<file path="src/rtl/tbird_lights_param.sv">
// ----------------------------------------------------------------------------
// tbird_lights_param
//   Parametrised turn-signal sequencer. Each side fills its lamps from the
//   innermost lamp outwards, one lamp per step, then returns to dark. A
//   prescaler sets the step rate. An optional hazard mode flashes both sides
//   together for one step.
//
// Parameters
//   LAMPS    lamps per side (1..16)
//   DIV      clock cycles per sequence step (1..65535)
//
// Build option
//   HAZARD_EN  when defined, left & right together in IDLE enter the HAZ
//              state (all lamps on for one step). When undefined, that
//              request combination is ignored and HAZ is not built.
//
// Ports
//   clk      in   system clock, rising edge
//   reset    in   synchronous, active-high reset
//   left     in   left-turn request, sampled on tick cycles only
//   right    in   right-turn request, sampled on tick cycles only
//   lamps_l  out  left lamps, bit 0 innermost (Moore decode of state)
//   lamps_r  out  right lamps, bit 0 innermost (Moore decode of state)
//   busy     out  high whenever the sequencer is not idle
// ----------------------------------------------------------------------------
module tbird_lights_param #(
   parameter int unsigned LAMPS = 3,
   parameter int unsigned DIV   = 1
) (
   input  logic             clk,
   input  logic             reset,
   input  logic             left,
   input  logic             right,
   output logic [LAMPS-1:0] lamps_l,
   output logic [LAMPS-1:0] lamps_r,
   output logic             busy
);

   // Prescaler width is at least one bit so DIV=1 still has a legal counter.
   localparam int unsigned CW = (DIV > 1) ? $clog2(DIV) : 1;
   // Step index holds 1..LAMPS (0 while idle).
   localparam int unsigned SW = $clog2(LAMPS + 1);

   localparam logic [CW-1:0] CNT_MAX  = CW'(DIV - 1);
   localparam logic [SW-1:0] STEP_MAX = SW'(LAMPS);
   localparam logic [SW-1:0] STEP_ONE = SW'(1);

   typedef enum logic [1:0] {
      S_IDLE  = 2'd0,
      S_LEFT  = 2'd1,
`ifdef HAZARD_EN
      S_RIGHT = 2'd2,
      S_HAZ   = 2'd3
`else
      S_RIGHT = 2'd2
`endif
   } mode_t;

   logic [CW-1:0] count;
   logic          tick;

   mode_t         mode, mode_n;
   logic [SW-1:0] step, step_n;

   // Free-running step prescaler; the wrap carries no state into the FSM.
   assign tick = (count == CNT_MAX);

   always_ff @(posedge clk) begin
      if (reset) begin
         count <= '0;
      end else if (tick) begin
         count <= '0;
      end else begin
         count <= count + CW'(1);
      end
   end

   // State register.
   always_ff @(posedge clk) begin
      if (reset) begin
         mode <= S_IDLE;
         step <= '0;
      end else begin
         mode <= mode_n;
         step <= step_n;
      end
   end

   // Next-state logic: requests are looked at only from IDLE on a tick;
   // running sequences advance unconditionally.
   always_comb begin
      mode_n = mode;
      step_n = step;
      if (tick) begin
         case (mode)
            S_IDLE: begin
               if (left && !right) begin
                  mode_n = S_LEFT;
                  step_n = STEP_ONE;
               end else if (right && !left) begin
                  mode_n = S_RIGHT;
                  step_n = STEP_ONE;
               end
`ifdef HAZARD_EN
               else if (left && right) begin
                  mode_n = S_HAZ;
                  step_n = '0;
               end
`endif
            end
            S_LEFT, S_RIGHT: begin
               if (step == STEP_MAX) begin
                  mode_n = S_IDLE;
                  step_n = '0;
               end else begin
                  step_n = step + STEP_ONE;
               end
            end
            default: begin
               // HAZ lasts one step; any other encoding recovers to IDLE.
               mode_n = S_IDLE;
               step_n = '0;
            end
         endcase
      end
   end

   // Output decode: step k lights lamps [k-1:0] on the active side.
   always_comb begin
      lamps_l = '0;
      lamps_r = '0;
      busy    = (mode != S_IDLE);
      case (mode)
         S_LEFT: begin
            for (int i = 0; i < int'(LAMPS); i++) begin
               lamps_l[i] = (i < int'(step));
            end
         end
         S_RIGHT: begin
            for (int i = 0; i < int'(LAMPS); i++) begin
               lamps_r[i] = (i < int'(step));
            end
         end
`ifdef HAZARD_EN
         S_HAZ: begin
            lamps_l = '1;
            lamps_r = '1;
         end
`endif
         default: begin
            lamps_l = '0;
            lamps_r = '0;
         end
      endcase
   end

endmodule

</file>
<file path="config.mk">
export PLATFORM = sky130hd
export DESIGN_NAME = tbird_lights_param
export DESIGN_NICKNAME = d
export VERILOG_FILES = /design/src/rtl/tbird_lights_param.sv
export SDC_FILE = /design/constraint.sdc
export NUM_CORES = 1
export LEC_CHECK = 0
export CAP_MARGIN = 20
export CELL_PAD_IN_SITES_DETAIL_PLACEMENT = 1
export CELL_PAD_IN_SITES_GLOBAL_PLACEMENT = 2
export CORE_MARGIN = 4
export CORE_UTILIZATION = 25
export DETAILED_ROUTE_END_ITERATION = 8
export PLACE_DENSITY = 0.79
export SLEW_MARGIN = 20
export SYNTH_ARGS = -nofsm -noshare
export SYNTH_HDL_FRONTEND = slang
export SYNTH_SLANG_ARGS = --single-unit
</file>
<file path="constraint.sdc">
create_clock -name clk -period 2.6 [get_ports clk]
set_input_delay 0.39 -clock clk [delete_from_list [all_inputs] [get_ports clk]]
set_output_delay 0.39 -clock clk [all_outputs]
set_load 0.01 [all_outputs]
</file>
==> results.yml <==
yosys:
  synth_common_cells: "ha_1 (7), inv_1 (6), dfxtp_1 (5), a21oi_1 (4), and2_1 (4)"
  syn_area_per_cell_um2: 8.39
  synthArstFlopShare_pct: 0
  synth_seq_area_share_pct: 29.1
  synth_edf_count: 0
  syn_inst: 41
  ys_warn_count: 0
  ys_ff_latch: 5
  synth_top_area_share_pct: 29.1
  synth_nets: 52
  netlist_area_um2: 344
  yosys.cell_count.top_type: "ha_1"
  synth_ff_type: "dfxtp_1"
  ys_types: 15
  synth_area_leader_cell: "dfxtp_1"
  synth_area_leaders: "dfxtp_1 (29%), ha_1 (25%), and2_1 (7.3%)"
routing:
  drcViolationCount: 0
  vias: 314
  routedWlPerCell_um: 9.76
  dr.pass1.iters: 1
  drtAntennaViolNets: 0
  drt_iter0_markers: 0
  viasPerCell: 4.49
  routed_wl_um: 683
final_layout:
  utilization_pct: 37.6
  area_growth_syn_to_layout_pct: 42.2
  fin_area_um2: 489
  drive_above_1_share_pct: 7.27
  antenna_cells: 0
  finalNonFillerCells: 70
  final_nets: 67
sta:
  rsz0062_at_grt: "no"
  min_period_over_period_pct: 74.6
  hold_violations: 0
  clock_skew_ps: 1.20
  setup_viol: 0
  fmax_ghz: 0.515
  whs_ps: 511
  fin_crit_ps: 1940
  final-max-slew-violation-count: 0
  final.setup.tns_ps: 0
cts:
  root_buffer: "clkbuf_4"
  h-tree-depth: 1
  tritoncts: "done"
  clkLatencyLatePin_ps: 230
  clkSinkCount: 5
  cts_buffer_depth: 2
  clk_pin_slew_ps: 40
  post_cts.repair.setup_buffers: 0
  cts-resized-gates: 0
  cts_hold_buf: 0
  cts_buffers: 3
grt:
  grt_pass1_wl_um: 1250
  antenna_found_initial: 0
  grt-ovfl-total: 0
  grt_usage_pct: 8.42
  grt_pass1_vias: 338
  grt_max_degree: 9
flow_run:
  max-cap-violations: 0
critical_path:
  critPathArrivalTime_ps: 1550
  path_class: "register to output port"
  critPathMaxFanout: 4
  startpoint_type: "register"
  cp.required_ps: 2210
  end_kind: "output port"
placed_design:
  gp_congestion: 0.672
  dp_hpwl_um: 600
  dpl_cell_area_um2: 463
  placedCellCount: 66
  port_buffers: 10
die:
  row_count: 13
  die_h_um: 45.1
  dieArea_um2: 2030
  die_w_um: 45.1
  io_pins: 11
  floorplan.initialDensity_pct: 26.4
  core_um2: 1300
pwr:
  peakVddDrop_mv: 0.217
  p_leak_nw: 0.209
  power.density_nw_per_um2: 456
hold_path:
  hp-class: "register to register"
status:
  outcome: "finished clean"
## power by group
group	switching [mW]	total [mW]	internal, mW
sequential	0.00472	0.0876	0.0829
clock	0.0278	0.0855	0.0578
combinational	0.0256	0.0498	0.0242
total	0.0581	0.223	0.165
## cell type report
cell class,count,area (µm²)
fillers,163,812
multi-input cells,30,221
flip-flops and latches,5,100
repair buffers,10,100
clock buffers,4,26.3
inverters,6,22.5
well taps,15,18.8
## cell usage in the layout (no fill, tap or decap)
cell	n
clkbuf_1	1
or3_2	1
nor2b_1	3
dfxtp_1	5
o21ai_0	2
conb_1	1
ha_1	7
o41ai_1	1
a21oi_1	4
clkdlybuf4s50_1	10
nand2_1	3
clkbuf_4	3
and2_1	4
or4_1	1
nand3b_1	1
or3_1	1
inv_1	6
a21o_1	1
## per-stage QoR
stage | power [mW] | setup slack, ps
2_1_floorplan | 0.118 | 1070
5_1_grt | 0.240 | 557
3_5_place_dp | 0.140 | 502
6_report | 0.223 | 659
4_1_cts | 0.230 | 630
3_3_place_gp | 0.139 | 497
## critical path, cell delays in order (launching register included)
cell	delay [ps]
dfxtp_1	370
inv_1	80
ha_1	260
inv_1	80
clkdlybuf4s50_1	530
## final timing paths
check / start / endpoint / slack (ps) / cells after the start
hold / removal: step[1] / step[1] / 510 / 2
setup / recovery: mode[0] / busy / 660 / 4
setup reg to reg: mode[0] / mode[1] / 920 / 5
hold reg to reg: step[1] / step[1] / 510 / 2
## cells by family after synthesis
| logic type | synth area share (%) |
|---|---|
| and+or+nand+nor | 24.4 |
| buffers and inverters | 6.54 |
| DFF | 29.1 |
| AOI/OAI and AO/OA | 13.5 |
| adders and majority gates | 25.5 |
| other | 1.09 |
## metal layers
layer | vias up | share of wire, % | global-route usage [%]
met5 | - | 0 | 0
met2 | 9 | 48 | 14.4
met4 | 0 | 2.2 | 7.02
met3 | 2 | 5.9 | 1.20
li1 | 160 | - | -
met1 | 143 | 43 | 8.96
## flip-flops by register name (all words and copies together) (netlist names)
name,cells
count,1
step,2
mode,2
No activity file was read; power rests on OpenSTA's default activity.
